<file path="config.mk">
export PLATFORM = sky130hd
export DESIGN_NAME = datapath_sequencer
export DESIGN_NICKNAME = d
export VERILOG_FILES = /design/src/rtl/datapath_seq_pkg.sv /design/src/rtl/seq_decode.sv /design/src/rtl/datapath_sequencer.sv
export SDC_FILE = /design/constraint.sdc
export NUM_CORES = 1
export LEC_CHECK = 0
export CAP_MARGIN = 0
export CELL_PAD_IN_SITES_DETAIL_PLACEMENT = 0
export CELL_PAD_IN_SITES_GLOBAL_PLACEMENT = 2
export CORE_ASPECT_RATIO = 1.4
export CORE_MARGIN = 4
export CORE_UTILIZATION = 25
export DETAILED_ROUTE_END_ITERATION = 7
export PLACE_DENSITY = 0.81
export REMOVE_ABC_BUFFERS = 1
export SYNTH_ARGS = -nofsm -noshare
export SYNTH_HDL_FRONTEND = slang
export SYNTH_SLANG_ARGS = --single-unit
</file>
<file path="constraint.sdc">
create_clock -name clk -period 3.45 [get_ports clk]
set_input_delay 0.69 -clock clk [delete_from_list [all_inputs] [get_ports clk]]
set_output_delay 0.69 -clock clk [all_outputs]
set_load 0.1 [all_outputs]
</file>
<file path="src/rtl/datapath_seq_pkg.sv">
// Shared types and opcode constants for the datapath sequencer and its decoder.
package datapath_seq_pkg;

  localparam int INSTR_W = 32;
  localparam int IMM_W   = 15;

  typedef enum logic [2:0] {
    ST_IDLE,
    ST_FETCH,
    ST_DECODE,
    ST_EXEC,
    ST_MEM,
    ST_HALT
  } state_e;

  typedef enum logic [1:0] {
    CLS_MISC    = 2'b00,
    CLS_ALU_REG = 2'b01,
    CLS_ALU_IMM = 2'b10,
    CLS_CTRL    = 2'b11
  } class_e;

  localparam logic [4:0] SUB_NOP  = 5'd0;
  localparam logic [4:0] SUB_LD   = 5'd0;
  localparam logic [4:0] SUB_ST   = 5'd1;
  localparam logic [4:0] SUB_BZ   = 5'd2;
  localparam logic [4:0] SUB_JMP  = 5'd3;
  localparam logic [4:0] SUB_HALT = 5'd4;

  localparam logic [4:0] FS_PASS_A = 5'd0;

  typedef struct packed {
    logic [4:0] da;
    logic [4:0] aa;
    logic [4:0] ba;
    logic       mb;
    logic       md;
    logic [4:0] fs;
    logic       rw;
    logic       mw;
  } ctrl_word_t;

  function automatic logic [INSTR_W-1:0] sext_imm(input logic [IMM_W-1:0] imm);
    return {{(INSTR_W-IMM_W){imm[IMM_W-1]}}, imm};
  endfunction

  function automatic logic [INSTR_W-1:0] zext_imm(input logic [IMM_W-1:0] imm);
    return {{(INSTR_W-IMM_W){1'b0}}, imm};
  endfunction

  function automatic logic is_legal(input logic [1:0] cls, input logic [4:0] sub);
    case (cls)
      CLS_MISC: return sub == SUB_NOP;
      CLS_CTRL: return sub <= SUB_HALT;
      default:  return 1'b1;
    endcase
  endfunction

endpackage

</file>
<file path="src/rtl/seq_decode.sv">
// Combinational decode of the registered instruction and FSM state into the
// datapath control word. DATAPATH_SEQ_IMM_SIGN_EXT_EN sign-extends ALU/LD/ST immediates.
module seq_decode
  import datapath_seq_pkg::*;
(
  input  logic [INSTR_W-1:0] ir_i,
  input  state_e             state_i,
  input  logic               mem_ready_i,
  output ctrl_word_t         ctrl_o,
  output logic [INSTR_W-1:0] constant_o
);

  logic [1:0]         cls;
  logic [4:0]         sub;
  logic [INSTR_W-1:0] imm_data;
  logic               active;

  assign cls    = ir_i[31:30];
  assign sub    = ir_i[29:25];
  assign active = (state_i == ST_DECODE) || (state_i == ST_EXEC) || (state_i == ST_MEM);

`ifdef DATAPATH_SEQ_IMM_SIGN_EXT_EN
  assign imm_data = sext_imm(ir_i[14:0]);
`else
  assign imm_data = zext_imm(ir_i[14:0]);
`endif

  // NOTE: every output gets a default before any branch, so no path can infer a latch.
  always_comb begin
    ctrl_o     = '0;
    constant_o = '0;
    if (active) begin
      unique case (class_e'(cls))
        CLS_ALU_REG: begin
          ctrl_o.da  = ir_i[24:20];
          ctrl_o.aa  = ir_i[19:15];
          ctrl_o.ba  = ir_i[14:10];
          ctrl_o.mb  = 1'b1;
          ctrl_o.fs  = sub;
          ctrl_o.rw  = (state_i == ST_EXEC);
          constant_o = zext_imm(ir_i[14:0]);
        end
        CLS_ALU_IMM: begin
          ctrl_o.da  = ir_i[24:20];
          ctrl_o.aa  = ir_i[19:15];
          ctrl_o.fs  = sub;
          ctrl_o.rw  = (state_i == ST_EXEC);
          constant_o = imm_data;
        end
        CLS_CTRL: begin
          case (sub)
            SUB_LD: begin
              ctrl_o.da  = ir_i[24:20];
              ctrl_o.aa  = ir_i[19:15];
              ctrl_o.rw  = (state_i == ST_MEM) && mem_ready_i;
              ctrl_o.md  = (state_i == ST_MEM) && mem_ready_i;
              constant_o = imm_data;
            end
            SUB_ST: begin
              ctrl_o.aa  = ir_i[19:15];
              ctrl_o.ba  = ir_i[14:10];
              ctrl_o.mb  = 1'b1;
              ctrl_o.mw  = (state_i == ST_MEM);
              constant_o = imm_data;
            end
            SUB_BZ: begin
              ctrl_o.aa  = ir_i[19:15];
              ctrl_o.fs  = FS_PASS_A;
              constant_o = sext_imm(ir_i[14:0]);
            end
            SUB_JMP: constant_o = zext_imm(ir_i[14:0]);
            default: ;
          endcase
        end
        CLS_MISC: ;
      endcase
    end
  end

endmodule

</file>
<file path="src/rtl/datapath_sequencer.sv">
// Multi-cycle sequencer: fetch/decode/exec/mem FSM, program counter and instruction
// register. Build option DATAPATH_SEQ_IMM_SIGN_EXT_EN is handled in seq_decode.
module datapath_sequencer
  import datapath_seq_pkg::*;
#(
  parameter int                DATA_W   = 32,
  parameter int                REG_AW   = 5,
  parameter int                FS_W     = 5,
  parameter logic [DATA_W-1:0] RESET_PC = '0
) (
  input  logic              clk,
  input  logic              reset,
  input  logic              start,
  output logic              mem_req,
  output logic              mem_we,
  output logic              mem_addr_sel,
  input  logic              mem_ready,
  input  logic [DATA_W-1:0] mem_rdata,
  input  logic              zero_in,
  output logic [DATA_W-1:0] pc,
  output logic [REG_AW-1:0] DA,
  output logic [REG_AW-1:0] AA,
  output logic [REG_AW-1:0] BA,
  output logic              MB,
  output logic              MD,
  output logic [FS_W-1:0]   FS,
  output logic              RW,
  output logic              MW,
  output logic [DATA_W-1:0] constant_out,
  output logic              busy,
  output logic              halted,
  output logic              illegal
);

  state_e             state_q, state_d;
  logic [DATA_W-1:0]  pc_q, pc_d;
  logic [INSTR_W-1:0] ir_q, ir_d;
  logic               illegal_q, illegal_d;
  logic [1:0]         ir_cls;
  logic [4:0]         ir_sub;
  ctrl_word_t         ctrl;
  logic [INSTR_W-1:0] constant;

  assign ir_cls = ir_q[31:30];
  assign ir_sub = ir_q[29:25];

  always_comb begin
    state_d      = state_q;
    pc_d         = pc_q;
    ir_d         = ir_q;
    illegal_d    = illegal_q;
    mem_req      = 1'b0;
    mem_we       = 1'b0;
    mem_addr_sel = 1'b0;
    case (state_q)
      ST_IDLE: if (start) state_d = ST_FETCH;
      ST_FETCH: begin
        mem_req = 1'b1;
        if (mem_ready) begin
          ir_d    = mem_rdata[INSTR_W-1:0];
          pc_d    = pc_q + DATA_W'(1);
          state_d = ST_DECODE;
        end
      end
      ST_DECODE: state_d = ST_EXEC;
      ST_EXEC: begin
        if (!is_legal(ir_cls, ir_sub)) begin
          illegal_d = 1'b1;
          state_d   = ST_HALT;
        end else if (ir_cls == CLS_CTRL) begin
          case (ir_sub)
            SUB_LD, SUB_ST: state_d = ST_MEM;
            SUB_BZ: begin
              // Offset applies to the already-incremented pc, i.e. the next instruction.
              if (zero_in) pc_d = pc_q + DATA_W'(sext_imm(ir_q[14:0]));
              state_d = ST_FETCH;
            end
            SUB_JMP: begin
              pc_d    = DATA_W'(zext_imm(ir_q[14:0]));
              state_d = ST_FETCH;
            end
            default: state_d = ST_HALT;
          endcase
        end else begin
          state_d = ST_FETCH;
        end
      end
      ST_MEM: begin
        mem_req      = 1'b1;
        mem_addr_sel = 1'b1;
        mem_we       = (ir_sub == SUB_ST);
        if (mem_ready) state_d = ST_FETCH;
      end
      ST_HALT: ;
      default: state_d = ST_IDLE;
    endcase
  end

  // NOTE: state registers use non-blocking assignments; reset is sampled on the clock edge.
  always_ff @(posedge clk) begin
    if (reset) begin
      state_q   <= ST_IDLE;
      pc_q      <= RESET_PC;
      ir_q      <= '0;
      illegal_q <= 1'b0;
    end else begin
      state_q   <= state_d;
      pc_q      <= pc_d;
      ir_q      <= ir_d;
      illegal_q <= illegal_d;
    end
  end

  seq_decode u_decode (
    .ir_i        (ir_q),
    .state_i     (state_q),
    .mem_ready_i (mem_ready),
    .ctrl_o      (ctrl),
    .constant_o  (constant)
  );

  assign pc           = pc_q;
  assign DA           = REG_AW'(ctrl.da);
  assign AA           = REG_AW'(ctrl.aa);
  assign BA           = REG_AW'(ctrl.ba);
  assign MB           = ctrl.mb;
  assign MD           = ctrl.md;
  assign FS           = FS_W'(ctrl.fs);
  assign RW           = ctrl.rw;
  assign MW           = ctrl.mw;
  assign constant_out = DATA_W'(constant);
  assign busy         = (state_q != ST_IDLE) && (state_q != ST_HALT);
  assign halted       = (state_q == ST_HALT);
  assign illegal      = illegal_q;

endmodule

</file>
==> impl_metrics.csv <==
group,metric,value,unit
cts,cts_setup_buffers,0,
status,outcome,"complete, no violations",
cts,clkSlewWorstSetupHoldPaths,60,ps
cts,cts_hold_buf,0,
cts,ctsResizeCount,0,
placed_design,hpwl,15300,um
pwr,netSwitchingPower,809,uW
logic_synthesis,async_flop_share,0,
cts,clock-sinks,68,
pwr,power.density,312,nW/um^2
logic_synthesis,syn-cell-area,5500,um^2
placed_design,placedCellCount,1157,
timing,hold_violations,0,
routing,via_count,5830,
pwr,p_leak,0.00305,uW
finish,drive_gt1_frac,0.187,
pwr,p_comb_frac,0.220,
routing,first_pass_iters,4,
logic_synthesis,syn_avg_cell_area,7.30,um^2
cts,cts_tree,"done",
timing,tightestPinTransition,826,ps
routing,viasPerCell,4.97,
grt,grt_pass1_wl,31500,um
timing,fmax,0.320,GHz
logic_synthesis,synth-seq-cells,68,
timing,slew_violations,0,
timing,setup_viol,0,
setup_path,cp_cell_sequence,"nor3b_1 > buf_4 > nor2_1 > nor2_1 > nor4b_2 > buf_4 > buf_12",
logic_synthesis,synth_edf_count,0,
timing,period_share,0.906,
pwr,p_seq_frac,0.359,
min_path,hold_path_class,"reg2reg",
cts,h-tree-depth,3,
placed_design,placed_cell_area,7500,um^2
pwr,cellInternalPower,1630,uW
timing,tns,0,ps
routing,postRouteAntennaNets,0,
placed_design,gp_congestion,0.838,
setup_path,slowest_delay,540,ps
grt,grt_max_degree,35,
finish,fin_area,7820,um^2
finish,fillers,2381,
routing,wl_per_cell,16.9,um
run,maxCapViolCount,0,
logic_synthesis,synth_top_area_share,0.247,
cts,insertion_delay,340,ps
routing,drt_iter0_markers,295,
routing,routed_wl,19900,um
setup_path,required,2760,ps
setup_path,cp_max_fo,17,
finish,nets,944,
logic_synthesis,synth_cell_types,73,
grt,grt_pass1_vias,5915,
logic_synthesis,synth_top_area_cell,"dfxtp_1",
floorplan,io_pins,131,
pwr,swShare,0.332,
timing,slew_headroom,0.447,
finish,num_antenna_cells,0,
timing,clock_skew,7.38,ps
setup_path,critPathLaunchType,"register",
logic_synthesis,netlist_instances,754,
setup_path,cp.arrival,2440,ps
grt,antenna_found_initial,0,
grt,globalRouteOverflowTotal,0,
finish,area_growth,42.0,%
floorplan,core-area,21800,um^2
floorplan,rows,64,
routing,remaining_drc_errors,0,
cts,cts_root_buffer,"clkbuf_16",
timing,fin_crit,3130,ps
finish,finalNonFillerCells,1173,
pwr,vdd_drop_max,0.241,mV
grt,grt_usage,0.161,
logic_synthesis,yosysWarnings,0,
pwr,power_frac_clock,0.421,
logic_synthesis,seq_area_frac_synth,0.247,
placed_design,port_buffers,130,
floorplan,start_util,0.253,
floorplan,fp.dieH,184,um
setup_path,crit_type,"reg2out",
logic_synthesis,synth_flop_cell,"dfxtp_1",
cts,numCtsBuffers,9,
cts,max-clock-path-buffers,2,
timing,rsz0062_at_grt,"no",
setup_path,cp-end-kind,"output port",
setup_path,worst_path_max_delay_cell,"dfxtp_1",
floorplan,die_w,133,um
logic_synthesis,synthTopCellsByArea,"dfxtp_1, a21oi_1, nand2_1, ha_1, o21ai_0",
floorplan,dieArea,24500,um^2
==> per-stage QoR <==
| step | hold slack (ps) | setup slack (ps) | power, uW | util |
|---|---|---|---|---|
| floorplan | 426 | -51790 | 1230 | - |
| global placement | 439 | 388 | 1430 | 0.344 |
| detailed placement | 444 | 357 | 1430 | 0.344 |
| CTS | 452 | 321 | 2470 | 0.359 |
| global route | 476 | 151 | 2550 | 0.359 |
| finish | 449 | 325 | 2440 | 0.359 |
==> kinds of logic after synthesis <==
logic type | synth area share
simple gates | 0.274
compound gates | 0.276
flops | 0.247
buf+inv | 0.0671
fa+ha+maj | 0.0832
xor+xnor | 0.0525
==> cell type report <==
| type | count | area, um^2 | share of cell area |
|---|---|---|---|
| Clock buffer | 10 | 229 | 0.0293 |
| Clock inverter | 6 | 88.8 | 0.0114 |
| Inverter | 12 | 45.0 | 0.00576 |
| Multi-Input combinational cell | 619 | 3790 | 0.485 |
| Sequential cell | 68 | 1360 | 0.174 |
| Tap cell | 297 | 372 | 0.0475 |
| Timing Repair Buffer | 161 | 1930 | 0.247 |
==> path summary, 6_finish.rpt <==
kind / start / to / slack, ps / cells past startpoint
worst min-delay path: ir_q[24] / ir_q[24] / 450 / 2
worst max register to register: pc[0] / pc[26] / 380 / 11
worst max-delay path: state_q[2] / constant_out[16] / 320 / 7
worst min register to register: ir_q[24] / ir_q[24] / 450 / 2
==> cell usage in the layout (no fill, tap or decap), drive strengths merged, types with 3 or more instances in the layout <==
cell           instances
a21o                  10
or3                    3
o22ai                  5
and2                  33
a21oi                 97
a22oi                  4
a311o                  3
o31ai                  4
o21bai                 5
nand3                 20
clkbuf                10
o21a                   6
nand2                124
o21ai                 48
nor3b                  5
nor3                  25
xnor2                 17
nor4                   6
nor2                  58
dfxtp                 68
a221oi                 4
and3                  18
nand4                  6
nand2b                 5
buf                  126
a211oi                 8
ha                    35
a31oi                 17
a31o                   3
xor2                  16
inv                   12
clkdlybuf4s50         35
a311oi                 3
==> critical path: cells and delay by family, from the launching register on <==
family / cells / cell delay, ps
simple gates: 4 / 680
buf+inv: 3 / 860
flops: 1 / 540
==> state kept, by name, summed over array words and instances (netlist names) <==
name     cells
illegal      1
ir_q        32
pc          32
state_q      3
==> layer usage <==
layer	part of all wire	track usage
met1	0.40	0.185
met2	0.50	0.287
met3	0.074	0.0460
met4	0.019	0.0535
met5	0	0
==> cells in the mapped netlist (3+ instances only) <==
library cell / n
a211oi_1: 8
a311oi_1: 3
a31oi_1: 17
a311o_1: 3
o31ai_1: 3
xor2_1: 16
clkbuf_8: 3
nand2_1: 124
ha_1: 35
nor3_1: 22
inv_1: 12
nor3b_1: 4
nand4_1: 6
o21ai_1: 3
a21oi_1: 97
and2_1: 32
buf_4: 16
nor3_2: 3
o22ai_1: 5
xnor2_1: 17
nand2b_1: 5
clkbuf_1: 30
nand3_1: 20
and3_1: 16
nor4_1: 4
a21o_1: 9
o21bai_1: 5
or3_1: 3
o21a_1: 6
nor2_1: 57
dfxtp_1: 68
a22oi_1: 4
o21ai_0: 45
==> power groups by stage <==
| stage | logic, uW | clock network [uW] | registers (uW) |
|---|---|---|---|
| after global placement | 541 | 0 | 890 |
| after CTS | 542 | 1060 | 875 |
| after floorplan | 317 | 0 | 912 |
| final | 535 | 1020 | 875 |
| after global routing | 582 | 1090 | 882 |
| after detailed placement | 540 | 0 | 892 |
No activity file was read; power rests on OpenSTA's default activity.
==> variant 1: new RTL, same settings <==
Take the reset off `ir_q` and load it in a clocked block of its own.
--- a/src/rtl/datapath_sequencer.sv
+++ b/src/rtl/datapath_sequencer.sv
@@ -101,14 +101,16 @@
     if (reset) begin
       state_q   <= ST_IDLE;
       pc_q      <= RESET_PC;
-      ir_q      <= '0;
       illegal_q <= 1'b0;
     end else begin
       state_q   <= state_d;
       pc_q      <= pc_d;
-      ir_q      <= ir_d;
       illegal_q <= illegal_d;
     end
+  end
+
+  always_ff @(posedge clk) begin
+    ir_q <= ir_d;
   end
 
   seq_decode u_decode (
Behaviour: same outputs for any inputs over 4 cycles, from zero or initial values and one cycle with reset high; that may be too few to reach the edited logic, so the function may still have changed.
==> variant 1 against the unedited design <==
Worst setup slack got worse by 66 ps; die area grew 1.4%; sequential cell count unchanged; combinational power up 45%; wire length about the same; critical endpoint is now BA[0]; final area grew 0.59%; final cell count decreased by 7.1%; synthesized area rose by 1.5%; critical path type unchanged; power increased by 8.0%; largest cell class unchanged.
==> variant 1: results <==
metrics = {
    "critical_path": {
        "reg2reg_depth": 10,
        "cp.arrival_ps": 2500,
        "cpMaxStageDelayCell": "nor2_1",
        "crit_family": "simple AND/OR/NAND/NOR gates",
        "cp_max_fo": 6,
        "cpPeakStageDelay_ps": 460,
    },
    "global_routing": {
        "grt_use_met1_pct": 19.21,
        "met2_usage_pct": 30.25,
        "grt_pass1_wl_um": 31290,
        "antenna_found_initial": 1,
        "grtUsageTotal_pct": 16.10,
        "grt_util_met3_pct": 1.821,
        "grt_pass1_vias": 5498,
        "grt_max_degree": 37,
    },
    "outcome": {
        "status": "finished, final reports clean",
    },
    "pwr": {
        "vdd_drop_max_mv": 0.2458,
        "leakagePower_nw": 3.059,
    },
    "drt": {
        "initialDrtViolationCount": 422,
        "top_layer": "met4",
        "vias_per_cell": 5.013,
        "dr_wl_met2_um": 10770,
        "wl_met1_um": 8293,
        "dr_wl_met3_um": 534,
        "wl_per_cell_um": 18.22,
        "dr.pass1.iters": 5,
    },
    "place": {
        "dp_hpwl_um": 15310,
        "pre_cts_slack_ps": 363.9,
        "gp_congestion": 0.8411,
    },
    "final_layout": {
        "drive_above_1_share_pct": 19.95,
        "seqAreaFraction_pct": 21.39,
        "n_antenna_cell": 1,
        "buf_share_pct": 24.09,
        "clkCellAreaFrac_pct": 3.612,
        "n_all_inverters": 21,
        "buffers": 150,
        "nMultiInputCombCells": 537,
        "multi_input_area_mm2": 0.003550,
        "fill_cells": 2294,
        "fin_nets": 860,
    },
    "sta": {
        "hold_slack_ps": 468.1,
        "skew_ps": 12.67,
        "drv_slew": 0,
        "tightest_slew_ps": 968.5,
    },
    "synthesis": {
        "synth-edff-count": 32,
        "yosysSeqAreaShare_pct": 30.11,
        "synth_area_leaders": "edfxtp_1 17%, dfxtp_1 13%, ha_1 7.8%, a21oi_1 5.4%, nand2_1 4.0%",
        "synthTopCellsByCount": "60 x a21oi_1, 59 x nand2_1, 51 x nor2_1",
    },
    "clock_tree": {
        "postCtsSetupRepairBufs": 0,
        "path_clk_slew_ps": 70,
    },
}
variant 1: changes by cell type in the layout (fill, tap and decap cells not counted), moves of 7 or more:
cell      before  now
edfxtp_1       0   32
inv_1         12   21
a31oi_1       17    7
nand2_1      124   59
buf_4         74   59
dfxtp_1       68   36
xor2_1        16    9
a21oi_1       97   60
variant 1: worst reg2reg max path, cell delays in order (launching register included):
cell and delay, ps:
edfxtp_1 600, buf_4 300, ha_1 380, nand2_1 130
nor4_1 500, a21boi_2 270, a41oi_2 80, a41oi_2 320
a221oi_2 120, xnor2_1 150, o22ai_1 90
variant 1: worst paths after layout:
path                        startpoint              endpoint  slack (ps)
hold / removal    illegal$_SDFFE_PP0P_  illegal$_SDFFE_PP0P_         470
hold reg to reg   illegal$_SDFFE_PP0P_  illegal$_SDFFE_PP0P_         470
setup / recovery    ir_q[27]$_DFFE_PP_                 BA[0]         260
setup reg to reg    ir_q[14]$_DFFE_PP_   pc[31]$_SDFFE_PP0P_         360
variant 1: where the power goes:
part / switching, mW / internal (mW) / leakage [nW]
logic: 0.521 / 0.255 / 2.34
clock network: 0.367 / 0.553 / 0.137
registers: 0.0467 / 0.888 / 0.584
variant 1: kinds of logic (layout without fill, tap and decap cells):
kind of cell               after synthesis  in the layout  synth area share, %
DFF                                     68             68                30.11
muxes                                    8              8                1.479
buffers and inverters                   61            187                6.519
adders and majority gates               36             36                8.199
xor gates and xnor gates                28             28                4.391
AOI/OAI and AO/OA                      221            221                26.81
other                                    0              1                    0
and+or+nand+nor                        244            244                22.49
variant 1: per-stage QoR:
step                instances  cell area (µm²)
floorplan                 626             5300
finish                   1090             7863
detailed placement       1073             7571
CTS                      1089             7855
global route             1090             7863
global placement         1073             7571
variant 1: what timing repair did:
item	in CTS	in global routing
gates resized for setup	0	1
hold buffers	0	0
setup endpoints to repair	0	17
==> variant 2: new RTL, same settings <==
Without the edit above. Add a define of `DATAPATH_SEQ_IMM_SIGN_EXT_EN`.
--- a/src/rtl/seq_decode.sv
+++ b/src/rtl/seq_decode.sv
@@ -1,5 +1,7 @@
 // Combinational decode of the registered instruction and FSM state into the
 // datapath control word. DATAPATH_SEQ_IMM_SIGN_EXT_EN sign-extends ALU/LD/ST immediates.
+`define DATAPATH_SEQ_IMM_SIGN_EXT_EN
+
 module seq_decode
   import datapath_seq_pkg::*;
 (
Function: changed (Yosys sat finds a counterexample within 4 cycles, from zero or initial values and one cycle with reset high).
==> variant 2 against the unedited design <==
Synthesized area increased by 5.8%; power fell by 1.5%; critical path depth stayed put; wire length increased by 15%; sequential cell count stayed put; final area grew 4.9%; clock skew up 0.76 ps; worst setup slack worse by 61 ps.
==> variant 2: results <==
metrics = {
    "pwr": {
        "vdd_drop_max_mv": 0.2264,
        "intPower_mw": 1.570,
        "p_comb_share_pct": 23.8,
        "powerClk_mw": 0.965,
    },
    "clock_tree": {
        "htree_levels": 3,
    },
    "synthesis": {
        "synth_area_leaders": "dfxtp_1 23%, nand2_1 9.1%, a21oi_1 8.8%, ha_1 7.7%, and2_1 4.0%",
        "ys_types": 68,
        "synthTopCellsByCount": "141 x nand2_1, 102 x a21oi_1, 68 x dfxtp_1",
        "syn_area_per_cell_um2": 7.054,
        "yosysSeqAreaShare_pct": 23.39,
    },
    "final_layout": {
        "clkCellAreaFrac_pct": 3.679,
        "nMultiInputCombCells": 683,
        "n_all_inverters": 14,
        "design.seq.count": 68,
        "buf_share_pct": 24.21,
        "n_antenna_cell": 1,
        "buffers": 158,
        "multi_input_area_share_pct": 50.24,
        "fin_nets": 1008,
        "clkbuf_count": 9,
        "drive_above_1_share_pct": 16.51,
    },
    "die": {
        "nWellTaps": 301,
    },
    "place": {
        "numPlacedInstances": 1224,
        "pre_cts_slack_ps": 460.3,
        "placed_cell_area_mm2": 0.007890,
        "gp_congestion": 0.8462,
    },
    "sta": {
        "period_share_pct": 92.35,
        "hold_slack_ps": 450.2,
        "tightest_slew_ps": 637.2,
        "skew_ps": 8.138,
    },
    "critical_path": {
        "rr_endpoint": "pc[18]$_SDFFE_PP0P_",
        "cp-startpoint": "ir_q[27]$_SDFFE_PP0P_",
        "cpPeakStageDelay_ps": 340,
        "cp.arrival_ps": 2500,
        "reg2reg_depth": 10,
        "cp_max_fo": 7,
        "critPathCapture": "BA[4]",
    },
    "worst_hold_path": {
        "hold_path_end": "ir_q[16]$_SDFFE_PP0P_",
        "min_from": "ir_q[16]$_SDFFE_PP0P_",
    },
    "global_routing": {
        "grtUsageTotal_pct": 17.29,
        "antenna_found_initial": 1,
        "grt_max_degree": 47,
    },
    "outcome": {
        "status": "finished, final reports clean",
    },
    "drt": {
        "wl_per_cell_um": 18.41,
        "initialDrtViolationCount": 360,
        "via_count": 6374,
    },
}
## variant 2: cells by family (layout without fill, tap and decap cells)
logic type      count (synthesis)  count (layout)  synth area share (%)
other cells                     0               1                     0
compound gates                263             263                 28.90
simple gates                  356             356                 29.41
fa+ha+maj                      37              37                 8.084
mux                             4               4                0.6881
buf+inv                        74             188                 6.063
flops                          68              68                 23.39
xor+xnor                       23              23                 3.462
## variant 2: worst min-delay path: cells and delay by family, from the launching register on
| kind | cells | cell delay [ps] |
|---|---|---|
| AO/OA/AOI/OAI | 1 | 50 |
| flip-flops | 1 | 310 |
| AND/OR/NAND/NOR | 1 | 50 |
## variant 2: what timing repair did
action	in CTS	in global routing
gates resized for setup	0	1
hold endpoints to repair	0	0
endpoints found under the setup margin	0	5
## variant 2: metal layers
layer	part of all wire, %	track usage [%]	wire length (µm)
met5	0	0	0
met4	2.7	5.684	624
met3	2.9	1.923	665
met2	55	32.83	12500
met1	40	19.60	9058
